## config.mk

```make
export PLATFORM = sky130hd
export DESIGN_NAME = spi_arb
export DESIGN_NICKNAME = d
export VERILOG_FILES = /design/src/rtl/spi_arb.sv
export SDC_FILE = /design/constraint.sdc
export NUM_CORES = 1
export LEC_CHECK = 0
export ABC_AREA = 1
export CORE_UTILIZATION = 45
export CTS_BUF_LIST = sky130_fd_sc_hd__clkbuf_8
export DETAILED_ROUTE_END_ITERATION = 8
export HOLD_SLACK_MARGIN = 0.08
export PLACE_DENSITY = 0.88
export SLEW_MARGIN = 15
export SYNTH_ARGS = -nofsm -noshare
export SYNTH_HDL_FRONTEND = slang
export SYNTH_SLANG_ARGS = --single-unit
```

## constraint.sdc

```tcl
create_clock -name clk -period 6.25 [get_ports clk]
set_clock_uncertainty 0.15 [all_clocks]
set_input_delay 0.625 -clock clk [delete_from_list [all_inputs] [get_ports clk]]
set_output_delay 0.625 -clock clk [all_outputs]
set_load 0.01 [all_outputs]
```

## src/rtl/spi_arb.sv

```systemverilog
// Round-robin arbiter that time-shares one spi_drv master between NUM_REQ requesters:
// grants one command at a time, runs the start_cmd/spi_drv_rdy handshake, returns the rx word.
module spi_arb #(
    parameter  int NUM_REQ     = 4,
    parameter  int SPI_MAXLEN  = 32,
    parameter  int GAP_CYCLES  = 8,
    parameter  int ACK_TIMEOUT = 16,
    localparam int NW          = $clog2(SPI_MAXLEN) + 1,
    localparam int IDW         = $clog2(NUM_REQ)
) (
    input  logic                          clk,
    input  logic                          sresetn,
    input  logic [NUM_REQ-1:0]            req_valid,
    input  logic [NUM_REQ*NW-1:0]         req_n_clks,
    input  logic [NUM_REQ*SPI_MAXLEN-1:0] req_tx_data,
    output logic [NUM_REQ-1:0]            req_ack,
    output logic [NUM_REQ-1:0]            rsp_valid,
    output logic                          rsp_err,
    output logic [SPI_MAXLEN-1:0]         rsp_rx_data,
    output logic                          start_cmd,
    input  logic                          spi_drv_rdy,
    output logic [NW-1:0]                 n_clks,
    output logic [SPI_MAXLEN-1:0]         tx_data,
    input  logic [SPI_MAXLEN-1:0]         rx_miso,
    output logic [IDW-1:0]                grant_id,
    output logic                          busy
);
    localparam int GW = $clog2(GAP_CYCLES + 2);
    localparam int TW = $clog2(ACK_TIMEOUT + 1);
    localparam int SW = IDW + 1;

    typedef enum logic [1:0] {
        S_IDLE,
        S_LAUNCH,
        S_BUSY,
        S_DONE
    } state_t;

    state_t                  state_q, state_d;
    logic [IDW-1:0]          rr_ptr_q, rr_ptr_d;
    logic [IDW-1:0]          grant_q, grant_d;
    logic [NW-1:0]           n_clks_q, n_clks_d;
    logic [SPI_MAXLEN-1:0]   tx_data_q, tx_data_d;
    logic                    start_q, start_d;
    logic [NUM_REQ-1:0]      req_ack_q, req_ack_d;
    logic [NUM_REQ-1:0]      rsp_valid_q, rsp_valid_d;
    logic                    rsp_err_q, rsp_err_d;
    logic [SPI_MAXLEN-1:0]   rsp_data_q, rsp_data_d;
    logic [GW-1:0]           gap_q, gap_d;
    logic [TW-1:0]           to_cnt_q, to_cnt_d;
    logic                    rsp_sent_q, rsp_sent_d;
    logic                    busy_q, busy_d;

    logic [NW-1:0]           req_len  [NUM_REQ];
    logic [SPI_MAXLEN-1:0]   req_word [NUM_REQ];

    for (genvar g = 0; g < NUM_REQ; g++) begin : g_unpack
        assign req_len[g]  = req_n_clks[g*NW +: NW];
        assign req_word[g] = req_tx_data[g*SPI_MAXLEN +: SPI_MAXLEN];
    end

    // First requesting index at or above rr_ptr, wrapping modulo NUM_REQ.
    logic           win_found;
    logic [IDW-1:0] win_id;
    logic [SW-1:0]  cand;

    always_comb begin
        win_found = 1'b0;
        win_id    = '0;
        cand      = '0;
        for (int i = 0; i < NUM_REQ; i++) begin
            cand = {1'b0, rr_ptr_q} + SW'(i);
            if (cand >= SW'(NUM_REQ)) cand = cand - SW'(NUM_REQ);
            if (!win_found && req_valid[cand[IDW-1:0]]) begin
                win_found = 1'b1;
                win_id    = cand[IDW-1:0];
            end
        end
    end

    logic bad_len;
    assign bad_len = (req_len[win_id] == '0) || (req_len[win_id] > NW'(SPI_MAXLEN));

    // NOTE: every *_d gets its hold/idle value first so no path leaves it unassigned (no latches).
    always_comb begin
        state_d     = state_q;
        rr_ptr_d    = rr_ptr_q;
        grant_d     = grant_q;
        n_clks_d    = n_clks_q;
        tx_data_d   = tx_data_q;
        start_d     = start_q;
        req_ack_d   = '0;
        rsp_valid_d = '0;
        rsp_err_d   = rsp_err_q;
        rsp_data_d  = rsp_data_q;
        gap_d       = gap_q;
        to_cnt_d    = to_cnt_q;
        rsp_sent_d  = rsp_sent_q;

        unique case (state_q)
            S_IDLE: begin
                if (gap_q != '0) begin
                    gap_d = gap_q - 1'b1;
                end else if (spi_drv_rdy && win_found) begin
                    req_ack_d[win_id] = 1'b1;
                    grant_d           = win_id;
                    n_clks_d          = req_len[win_id];
                    tx_data_d         = req_word[win_id];
                    rr_ptr_d          = (win_id == IDW'(NUM_REQ - 1)) ? '0 : win_id + 1'b1;
                    to_cnt_d          = '0;
                    if (bad_len) begin
                        // Rejected commands report one cycle later so ack and rsp never coincide.
                        state_d    = S_DONE;
                        rsp_sent_d = 1'b0;
                    end else begin
                        state_d = S_LAUNCH;
                        start_d = 1'b1;
                    end
                end
            end
            S_LAUNCH: begin
                if (!spi_drv_rdy) begin
                    start_d = 1'b0;
                    state_d = S_BUSY;
                end else if (to_cnt_q == TW'(ACK_TIMEOUT - 1)) begin
                    start_d              = 1'b0;
                    state_d              = S_DONE;
                    rsp_valid_d[grant_q] = 1'b1;
                    rsp_err_d            = 1'b1;
                    rsp_data_d           = '0;
                    rsp_sent_d           = 1'b1;
                end else begin
                    to_cnt_d = to_cnt_q + 1'b1;
                end
            end
            S_BUSY: begin
                if (spi_drv_rdy) begin
                    state_d              = S_DONE;
                    rsp_valid_d[grant_q] = 1'b1;
                    rsp_err_d            = 1'b0;
                    rsp_data_d           = rx_miso;
                    rsp_sent_d           = 1'b1;
                end
            end
            S_DONE: begin
                if (!rsp_sent_q) begin
                    rsp_valid_d[grant_q] = 1'b1;
                    rsp_err_d            = 1'b1;
                    rsp_data_d           = '0;
                    rsp_sent_d           = 1'b1;
                end else begin
                    state_d = S_IDLE;
                    gap_d   = GW'(GAP_CYCLES);
                end
            end
            default: state_d = S_IDLE;
        endcase
    end

    assign busy_d = (state_d != S_IDLE) || (gap_d != '0);

    // NOTE: state registers use non-blocking assignments so all flops update from pre-edge values.
    always_ff @(posedge clk or negedge sresetn) begin
        if (!sresetn) begin
            state_q     <= S_IDLE;
            rr_ptr_q    <= '0;
            grant_q     <= '0;
            n_clks_q    <= '0;
            tx_data_q   <= '0;
            start_q     <= 1'b0;
            req_ack_q   <= '0;
            rsp_valid_q <= '0;
            rsp_err_q   <= 1'b0;
            rsp_data_q  <= '0;
            gap_q       <= '0;
            to_cnt_q    <= '0;
            rsp_sent_q  <= 1'b0;
            busy_q      <= 1'b0;
        end else begin
            state_q     <= state_d;
            rr_ptr_q    <= rr_ptr_d;
            grant_q     <= grant_d;
            n_clks_q    <= n_clks_d;
            tx_data_q   <= tx_data_d;
            start_q     <= start_d;
            req_ack_q   <= req_ack_d;
            rsp_valid_q <= rsp_valid_d;
            rsp_err_q   <= rsp_err_d;
            rsp_data_q  <= rsp_data_d;
            gap_q       <= gap_d;
            to_cnt_q    <= to_cnt_d;
            rsp_sent_q  <= rsp_sent_d;
            busy_q      <= busy_d;
        end
    end

    assign req_ack     = req_ack_q;
    assign rsp_valid   = rsp_valid_q;
    assign rsp_err     = rsp_err_q;
    assign rsp_rx_data = rsp_data_q;
    assign start_cmd   = start_q;
    assign n_clks      = n_clks_q;
    assign tx_data     = tx_data_q;
    assign grant_id    = grant_q;
    assign busy        = busy_q;

endmodule

```

**Word level (Yosys, flattened, before mapping)**

Index checks and enable logic that the tools add are counted.

- Bitwise gates (word level): 2
- Eq/ne operators: 15
- Reduce and logical (&&, ||, !) cells: 23
- Mux-type cells: 76
- $lt $le $gt $ge: 14
- $add $sub $neg: 10

Operator list:

| operator | number |
|---|---|
| $mux W32 | 6 |
| $pmux W32 S3 | 1 |
| $bmux W32 S2 | 1 |
| $mux W4 | 9 |
| $mux W2 | 16 |
| $mux W1 | 23 |
| $mux W5 | 4 |
| $lt A2 B3 Y1 const B | 6 |
| $ne A2 B2 Y1 const B | 9 |
| $reduce_and A5 Y1 | 3 |
| $bmux W6 S2 | 1 |
| $ge A3 B3 Y1 const B | 4 |
| $mux W6 | 2 |
| $pmux W4 S3 | 1 |
| $pmux W5 S2 | 1 |
| $bmux W1 S2 | 4 |
| $pmux W2 S4 | 1 |
| $pmux W4 S2 | 1 |
| $reduce_bool A4 Y1 | 2 |
| $sub A2 B1 Y2 const B | 4 |
| $add A2 B2 Y3 const B | 2 |
| $eq A2 B2 Y1 const B | 3 |
| $gt A6 B6 Y1 const B | 1 |
| $logic_and A1 B1 Y1 | 6 |
| other kinds (23) | 29 |

- Output and inout port bits: 83
- Input bits: 191
- Bits in registers: 97
- Word-level logic and storage cells: 154

**Depth between registers and ports, before layout**

Gate-level depths: netlist of run 1.

- Depth after elaboration: 26
- Depth in mapped cells: 22
- Mapped depth without buffers: 21

**Worst setup path before layout of run 1**

No wires, ideal clock.

- Path type: input port to flip-flop
- From: in req_valid[3]
- To: reg req_ack_q[0] (netlist: req_ack[0])
- Data required time: 6.029 ns
- Buffers on the path: 3
- Setup time: 0.071 ns
- Stages on the path: 13
- Arrival: 2.201 ns
- Setup slack: 3.828 ns
- Cell sequence: inv_1 nand2_1 nand3_1 nand2_1 inv_1 nand3_4 nand3_4 buf_6 buf_2 buf_1 ha_1 inv_1 nor2_1

- Word-level cells in the longest chain between the ends: 19
- Elaborated cells between the ends (all ways): 31
- Those cells by class: order compare (2); mux (21); reduce/logical (8)

RTL lines:

| item | line | text |
|---|---|---|
| start: declaration | 13 | `input logic [NUM_REQ-1:0] req_valid,` |
| $bmux W1 S2 | 74 | `if (!win_found && req_valid[cand[IDW-1:0]]) begin` |
| $mux W1 (not written as such) | 74 |  |
| $mux W1 | 74 |  |
| $logic_not A1 Y1 | 74 |  |
| $logic_and A1 B1 Y1 | 74 |  |
| $mux W1 | 74 |  |
| $logic_not A1 Y1 | 74 |  |
| $logic_and A1 B1 Y1 | 74 |  |
| (+4 left out) | - |  |
| $lt A2 B3 Y1 (not written as such) or $ge A2 B1 Y1 (tied branches) | 105 | `req_ack_d[win_id] = 1'b1;` |
| $logic_and A1 B1 Y1 (not written as such) | 105 |  |
| $mux W1 (not written as such) | 105 |  |
| $demux W1 S2 | 105 |  |
| $mux W4 (*) | 104 | `end else if (spi_drv_rdy && win_found) begin` |
| $mux W4 (*) | 102 | `if (gap_q != '0) begin` |
| $mux W4 (*) | 100 | `unique case (state_q)` |
| via req_ack_d[0] | 45 | `logic [NUM_REQ-1:0] req_ack_q, req_ack_d;` |
| end signal: assignment | 186 | `req_ack_q <= req_ack_d;` |
| end: declaration | 45 |  |

The timed path passes the listed nets; every way through them passes the cells marked *. The select of a mux whose other input is x is not followed.
A chain may end at the register's enable or synchronous reset.

**Worst setup path after layout of run 1**

- From: in req_valid[3]
- To: reg busy_q (netlist: busy)

- Word-level cells in the longest chain between the ends: 24
- Elaborated cells between the ends (all ways): 36
- Those cells by class: order compare (1); mux (23); bitwise (1); reduce/logical (11)

RTL lines:

| item | line | text |
|---|---|---|
| $bmux W1 S2 | 74 |  |
| $mux W1 (not written as such) | 74 |  |
| $mux W1 | 74 |  |
| $logic_not A1 Y1 | 74 |  |
| $logic_and A1 B1 Y1 | 74 |  |
| $mux W1 | 74 |  |
| $logic_not A1 Y1 | 74 |  |
| $logic_and A1 B1 Y1 | 74 |  |
| (+9 left out) | - |  |
| $logic_or A1 B1 Y1 | 82 | `assign bad_len = (req_len[win_id] == '0) \|\| (req_len[win_id] > NW'(SPI_MAXLEN));` |
| $mux W2 | 111 | `if (bad_len) begin` |
| $mux W2 (*) | 104 |  |
| $mux W2 (*) | 102 |  |
| $pmux W2 S4 (*) | 100 |  |
| $reduce_bool A2 Y1 (*) | 160 | `assign busy_d = (state_d != S_IDLE) \|\| (gap_d != '0);` |
| $logic_or A1 B1 Y1 (*) | 160 |  |
| via busy_d | 52 | `logic busy_q, busy_d;` |
| end signal: assignment | 193 | `busy_q <= busy_d;` |
| end: declaration | 52 |  |

Marks and branches as above.

==> flow_results.org, run 1 <==
** GRT
- Wire length of the first global-routing pass :: 26500 microns
- Vias in the first global route :: approximately 5300
- The number of antenna violations at the first check in global routing was 0.
- In the global route stage, overall resource usage came out at 0.267.
- After global routing the overflow that remains totals 0.
- Entering global routing, the biggest net connects 80 pins.

** Setup path
- The critical path in this run is classified as primary input to flop.
- STA classifies the critical path startpoint as a primary input.
- Endpoint arrival time on the critical path :: 3.60 ns
- The worst setup path is captured at a flop.
- At the worst endpoint, the required time is 6.34 ns.
- In this run the worst path has a maximum fanout of slightly below 80.

** Finish
- Fin cells :: between 1000 and 1500
- Post-layout utilization of the core :: 0.711
- Antenna cells :: 0
- In the final layout, the share of cells above drive strength 1 is 0.0720.
- Leaving out fill and tap cells, the most frequent cell in the layout is clkdlybuf4s50_1.
- Non-Filler Cell Area, Final :: roughly 0.0085 sq mm
- The net count of the finished layout is 1128.
- Number of filler instances in the final layout :: roughly 940
- The area growth from synthesis to layout is 54.5%.
- Commonest non-fill, non-tap cells in the layout :: clkdlybuf4s50_1, nand2_1, dfrtp_1

** Floorplanning
- For this configuration, the core starts out at a cell density of 0.460.
- From left edge to right edge, the die measures between 100 and 150 microns.
- The die is about 110 microns tall.
- around 270 I/O pins were placed.
- Placement Rows :: 40
- Die Outline Area :: about 0.013 sq mm
- Standard cell core area :: approximately 0.012 sq mm

** Synthesis
- Counting every net in the synthesized netlist gives ~870.
- Each instance of the synthesized netlist takes up on average 8.21 sq um.
- Of all flip-flops after synthesis, the portion carrying an async set or reset was 1.00.
- Ranked by total cell area, the synthesized netlist is headed by dfrtp_1, nand2_1, a22o_1, o211ai_1, nand3_1.
- In the synthesized netlist the dominant register cell turns out to be dfrtp_1.
- The biggest area contributor in the post-synthesis netlist is dfrtp_1.
- Post-synthesis instance area :: 0.00550 sq mm
- The netlist uses 40 different library cells.
- The Yosys step of the flow raised 0 warnings.
- In this run, synthesis inferred 0 flip-flops with an integrated enable.
- The share of the Yosys chip area taken by registers is 0.441.
- Flip-flop and latch count after synthesis :: a little under 100
- Counting every instance in the synthesized netlist gives 670.
- The share of synthesized area in the top cell type comes to 0.441.

** STA
- Of the available clock period, the critical path in the final layout requires 0.560.
- The routed design could run at a clock period as short as between 3 and 4 ns.
- Worst hold margin :: a little over 0.09 ns
- Setup slack on the critical path of the routed design comes to around 2.7 ns.
- For the final routed database, the setup TNS stands at 0 ns.
- Setup violations remaining at the end of the flow were counted as 0.
- Worst slew margin relative to its limit :: 0.419
- Total count of max-transition violations in the final report :: 0
- Highest achievable clock rate :: ~290 MHz
- The count of final hold-check violations was 0.
- Transition time of the tightest slew-check pin :: ~0.87 ns
- Setup repair after global routing left no endpoint under its margin.

** Clock tree
- Number of buffers on the longest clock path :: 2
- Count of hold-fix buffers inserted at cts :: 0
- CTS tree :: done
- Clock latency on the worst-skew pair :: 0.35 ns
- The clock tree synthesis step divided the H-tree into 3 levels.
- Number of buffers added by the clock tree synthesis step :: 9
- Gates resized during post-CTS repair numbered 0.
- Counting every sink on the clock net gives just under 100.
- After clock tree synthesis, the clock-pin slew on the worst setup and hold paths is about 0.1 ns.
- Number of buffers inserted by post-CTS setup repair :: 0
- In this run the clock root is driven by a clkbuf_8.

** Place
- Post-placement setup slack :: between 2 and 2.5 ns
- Cell Area, Placed :: ~0.0083 sq mm
- Routability-driven placement finished with a final weighted congestion of 0.884.
- Detailed placer's ending HPWL :: approximately 13000 microns
- After detailed placement, the design holds a cell count of about 1100.
- Number of I/O port buffers :: roughly 270

** Pwr
- Areal power density over the cells :: slightly below 500 mW/mm^2
- Overall power consumption after layout is estimated at 4.15 mW.
- VDD sags by at most around 0.00034 V.
- Total leakage power :: around 3.9 nW

** Routing
- Using the TritonRoute via totals, the vias-per-cell ratio works out to ~5.2.
- Before antenna repair, the detailed router went through 5 iterations.
- In this run the remaining antenna-violating nets after routing total 0.
- Number of vias in the routed layout :: 5625
- In the final routed layout, each cell accounts on average for about 16 microns.
- Iteration-0 DRC Markers :: between 200 and 300
- For this run, design rule violations remaining after detail routing come to 0.
- Drt total wl :: between 15000 and 20000 microns

** Outcome
- Status :: completed

** Hold path
- The min-delay analysis places its worst path in the category primary input to asynchronous set/reset pin.

** Job
- Across the run, the number of max-cap violations was 0.
kinds of logic (layout without fill, tap and decap cells):
family / after synthesis / after routing / synth area share
AOI/OAI and AO/OA: 125 / 125 / 0.156
xor gates and xnor gates: 2 / 2 / 0.00318
adders and majority gates: 12 / 12 / 0.0273
buffers and inverters: 80 / 340 / 0.0675
DFF: 97 / 97 / 0.441
muxes: 13 / 13 / 0.0237
and+or+nand+nor: 341 / 341 / 0.281
layer usage:
layer / vias up / wire, microns / part of all wire / GRT usage
li1: 2750 / - / - / -
met1: 2597 / 6740 / 0.39 / 0.310
met2: 245 / 8630 / 0.50 / 0.475
met3: 33 / 1340 / 0.078 / 0.0713
met4: 0 / 395 / 0.023 / 0.0933
met5: - / 0 / 0 / 0
where the power goes:
group	switching (mW)	internal [mW]
sequential	0.144	0.840
clock	0.231	0.242
combinational	1.61	1.09
flip-flops by register name, summed over array words and instances (netlist names), 2 cells and up:
name	cells
req_ack	4
n_clks	6
state_q	2
to_cnt_q	5
rsp_rx_data	32
rr_ptr_q	2
rsp_valid	4
tx_data	32
gap_q	4
grant_id	2
worst max-delay path: stages:
cell	delay (ns)
clkdlybuf4s50_1	0.42
inv_1	0.07
nand2_1	0.07
nand3_1	0.13
nand2_1	0.09
nor2_2	0.16
nand3_2	0.23
nand3_4	0.16
buf_4	0.65
nand2_1	0.16
nand3_1	0.13
nand2_1	0.10
nor2_1	0.12
nand3_1	0.09
nand3_1	0.15
nand2_1	0.07
nand2_1	0.07
nand3_1	0.06
cell type report:
type	instances	area, sq um	area share
sequential	97	2430	0.286
clock inverter	6	95.1	0.0112
tap	147	184	0.0216
multi-input combinational	493	2710	0.319
clock buffer	10	138	0.0162
inverter	48	193	0.0227
timing repair buffer	276	2750	0.324
path summary, 6_finish.rpt:
kind / from / endpoint / slack, ns / cells past startpoint
max in group asynchronous: sresetn / tx_data[26]$_DFFE_PN0P_ / 4.78 / 2
worst min-delay path: sresetn / rsp_valid[2]$_DFF_PN0_ / 0.09 / 1
min in group clk: grant_id[1]$_DFFE_PN0P_ / rsp_valid[0]$_DFF_PN0_ / 0.34 / 1
worst max register to register: rr_ptr_q[0]$_DFFE_PN0P_ / busy$_DFF_PN0_ / 2.75 / 18
worst min register to register: grant_id[1]$_DFFE_PN0P_ / rsp_valid[0]$_DFF_PN0_ / 0.34 / 1
worst max-delay path: req_valid[3] / busy$_DFF_PN0_ / 2.75 / 18
cells in the mapped netlist, types with 11 or more instances:
master,count
dfrtp_1,97
a22o_1,32
mux2i_1,13
o21ai_0,35
nor2_1,36
inv_1,41
ha_1,12
buf_2,11
o211ai_1,30
nand3_1,41
nand2_1,205
or2_2,18
(Power assumes the default switching activity.)
==> run 2: changes to the inputs <==
--- a/config.mk
+++ b/config.mk
@@ -6,11 +6,11 @@
 export NUM_CORES = 1
 export LEC_CHECK = 0
 export ABC_AREA = 1
-export CORE_UTILIZATION = 45
+export CORE_UTILIZATION = 42
 export CTS_BUF_LIST = sky130_fd_sc_hd__clkbuf_8
 export DETAILED_ROUTE_END_ITERATION = 8
 export HOLD_SLACK_MARGIN = 0.08
-export PLACE_DENSITY = 0.88
+export PLACE_DENSITY = 0.83
 export SLEW_MARGIN = 15
 export SYNTH_ARGS = -nofsm -noshare
 export SYNTH_HDL_FRONTEND = slang
==> constraint.sdc (replaced) <==
create_clock -name clk -period 3.5 [get_ports clk]
set_clock_uncertainty 0.15 [all_clocks]
set_input_delay 0.35 -clock clk [delete_from_list [all_inputs] [get_ports clk]]
set_output_delay 0.35 -clock clk [all_outputs]
set_load 0.01 [all_outputs]
==> run 2 against run 1 <==
Against the previous run:
- clock-buffer cell count shrank 1
- final area increased by 0.87%
- routed wire length is 3.0% higher
- worst setup slack got worse by 2.3 ns
- non-clock buffer count is 9 higher
- sequential cell count is the same
- sequential power grew 79%
- sequential share of layout area down 0.25 points
- critical path type is now flop to flop
- critical endpoint is now rsp_sent_q$_DFFE_PN0P_
- highest routed layer unchanged
==> flow_results.org, run 2 (same netlist as run 1, synthesis figures left out) <==
** Outcome
- The flow ran to the end, and the final reports show no timing, DRC or antenna violations.

** Setup path
- Cell repeated most along the worst path :: nand2_1
- Endpoint arrival time on the critical path :: 3.16 ns (-0.44 ns)
- The signal on the critical path passes through inv_8, nand2_2, nand2_2, nand2_2, nand2_1, nor2_2, nand3_2, nand3_4, buf_4, nand2_1, nand3_1, nand2_1, nand2_1, inv_1, nand3_1, nand3_1, nand2_1, nand2_1, nand2_1, nand2_1.
- The worst register-to-register path ends at rsp_sent_q$_DFFE_PN0P_.
- The required time reported for the critical path endpoint was 3.61 ns (-2.73 ns).
- Maximum cell stage delay along the critical path :: 0.68 ns (+0.03 ns)
- Path type of the worst setup path :: flop to flop
- STA classifies the critical path startpoint as a flop.
- The count of cells along the worst register-to-register path is 20 (+2).
- The maximum net fanout on the critical path is 24 (-70%).
- The slowest stage of the critical path belongs to the cell dfrtp_1.
- Kind of end point of the critical path :: flop
- Crit-path leading delay family :: simple AND/OR/NAND/NOR gates
- Register-to-register setup slack :: 0.45 ns (-2.30 ns)
- The worst register-to-register path begins at rr_ptr_q[0]$_DFFE_PN0P_.
- Buffer and inverter count on the worst path :: 3 (unchanged)

** STA
- Total count of max-transition violations in the final report :: 0 (unchanged)
- The worst hold margin came to 0.343 ns (+0.251 ns).
- For the finished layout, the period the worst path requires is 3.05 ns.
- The count of final setup violators came to 0 (unchanged).
- Setup repair after global routing missed its margin :: false
- The count of final hold-check violations is 0 (unchanged).
- Share of the clock period used by the worst path :: 0.872
- Transition time of the tightest slew-check pin :: 1.03 ns (+0.159 ns)
- Total negative setup slack :: 0 ns (unchanged)
- Highest achievable clock rate :: 328 MHz
- Worst slew margin relative to its limit :: 0.313 (-0.105)

** Routing
- The routed via count divided by cell count is 5.16 (-1.2%).
- The average wire length per cell after detail routing came to 15.9 microns (-0.12%).
- The vias after detailed routing was 5735 (+2.0%).
- The number of DRC violations after detailed-routing iteration 0 came to 309 (+22%).
- ANT nets after route :: 0 (unchanged)
- The number of iterations in the first detailed-routing pass was 5 (unchanged).
- The post-route DRC violation count was 0 (unchanged).
- The total wirelength of the detailed-routed design came to 17600 microns (+3.0%).

** Finish
- The top cell types in the final layout, fill and taps aside, are clkdlybuf4s50_1, nand2_1, dfrtp_1.
- Most common library cell in the layout ignoring fill and taps :: clkdlybuf4s50_1
- Antenna cells :: 0 (unchanged)
- Area Growth Syn to Fin :: 55.8%
- The number of filler cells placed in the layout is 1060 (+12%).
- The count of nets after finishing was 1137 (+0.80%).
- The combined flip-flop and latch cell area is 0.00243 sq mm (unchanged).
- The multi-input logic area is 0.00271 sq mm (-0.18%).
- The layout cell share with drive strength beyond 1 came to 0.0799 (+0.00783).

** Floorplanning
- Starting Density :: 0.434 (-0.0258)
- I/O pins :: 274 (unchanged)
- Standard cell core area :: 0.0127 sq mm (+5.9%)
- Die Outline Area :: 0.0136 sq mm (+7.0%)
- Chip width :: 116 microns (+3.4%)
- The site row count came to 41 (+2.5%).
- The height of the chip is 116 microns (+3.4%).

** Pwr
- The total power density per cell area was 868 mW/mm^2 (+78%).
- Highest ir drop seen on vdd :: 0.000680 V (+98%)
- Total leakage power :: 3.94 nW (+0.82%)

** Place
- Weighted congestion reported at the end of routability-driven placement :: 0.925 (+4.7%)
- The sum of net half-perimeters after detailed placement is 13800 microns (+7.1%).
- The port buffer count came to 273 (unchanged).

** Clock tree
- The clock transition time at the flip-flop clock pins of the worst setup and hold paths was 0.10 ns (about the same).
- The count of buffers added by post-CTS timing repair for setup came to 0 (unchanged).
- TritonCTS built the clock tree.
- Number of buffers on the longest clock path :: 2 (unchanged)
- # clock sinks :: 97 (unchanged)
- The clock latency on the worst-skew pair is 0.36 ns (about the same).
- The number of buffers created by CTS was 9 (unchanged).
- The total of cells resized after clock tree synthesis came to 0 (unchanged).
- H-tree lvl count :: 3 (unchanged)
- Root cell of the clock tree :: clkbuf_8

** Job
- Number of max-cap violations :: 0 (unchanged)

** GRT
- The total congestion overflow is 0 (unchanged).
- Total global routing track utilization :: 0.259 (-0.00773)
- Vias in the first global route :: 5317 (+1.1%)
- The pin count of the biggest net entering global routing came to 83 (+3.8%).
- The global-route wire length before repair was 26700 microns (+0.57%).
- Initial antenna violation count :: 0 (unchanged)

** Hold path
- The path with the worst hold slack has its endpoint at start_cmd$_DFFE_PN0P_.
- The worst hold path begins at start_cmd$_DFFE_PN0P_.
- Worst min-delay path category :: flop to flop
- Counting instances, the worst hold path has a depth of 2.
run 2: how the worst max path moves through the flow:
stage | depth (start not counted) | start | to | slack (ns)
floorplan | 14 | rr_ptr_q[0]$_DFFE_PN0P_ | req_ack[0]$_DFF_PN0_ | 1.20
global placement | 15 | req_valid[3] | tx_data[28]$_DFFE_PN0P_ | 0.44
detailed placement | 15 | req_valid[3] | tx_data[8]$_DFFE_PN0P_ | 0.36
CTS | 20 | rr_ptr_q[0]$_DFFE_PN0P_ | rsp_sent_q$_DFFE_PN0P_ | 0.45
global route | 18 | rr_ptr_q[0]$_DFFE_PN0P_ | rsp_sent_q$_DFFE_PN0P_ | 0.06
finish | 20 | rr_ptr_q[0]$_DFFE_PN0P_ | rsp_sent_q$_DFFE_PN0P_ | 0.45
run 2: final cells by class:
class                   count  share of cell area
repair buffers            285               0.329
multi-input cells         493               0.316
flip-flops and latches     97               0.283
well taps                 172              0.0251
inverters                  48              0.0225
clock buffers               9              0.0144
clock inverters             7              0.0101
run 2: what timing repair did:
item	CTS	global route
hold buffers	1	0
endpoints found under the setup margin	0	0
endpoints found under the hold margin	81	0
run 2: per-layer routing:
metal / GRT usage / wire, microns / up-vias
li1: - / - / 2780
met1: 0.309 / 6780 / 2660
met2: 0.442 / 8750 / 261
met3: 0.0701 / 1520 / 34
met4: 0.109 / 567 / 0
met5: 0 / 0 / -
run 2: worst min-delay path, stage by stage, from the launching register on:
cell     delay (ns)
dfrtp_1        0.36
nand2_1        0.06
nand2_1        0.05
run 2: through the flow:
step	area (sq um)	total power [mW]	setup slack [ns]	util	cells
final	8570	7.44	0.447	0.677	1111
after global routing	8570	8.08	0.0643	0.677	1111
after CTS	8570	7.48	0.449	0.677	1111
after detailed placement	8350	6.68	0.363	0.659	1094
after global placement	8350	6.61	0.438	0.659	1094
after floorplan	5500	5.00	1.20	-	670
run 2: power by group:
group / switching, mW / leakage [nW] / total, mW / internal [mW]
clock: 0.428 / 0.107 / 0.772 / 0.344
combinational: 2.90 / 2.57 / 4.92 / 2.01
sequential: 0.255 / 1.26 / 1.76 / 1.50
total: 3.59 / 3.94 / 7.44 / 3.86
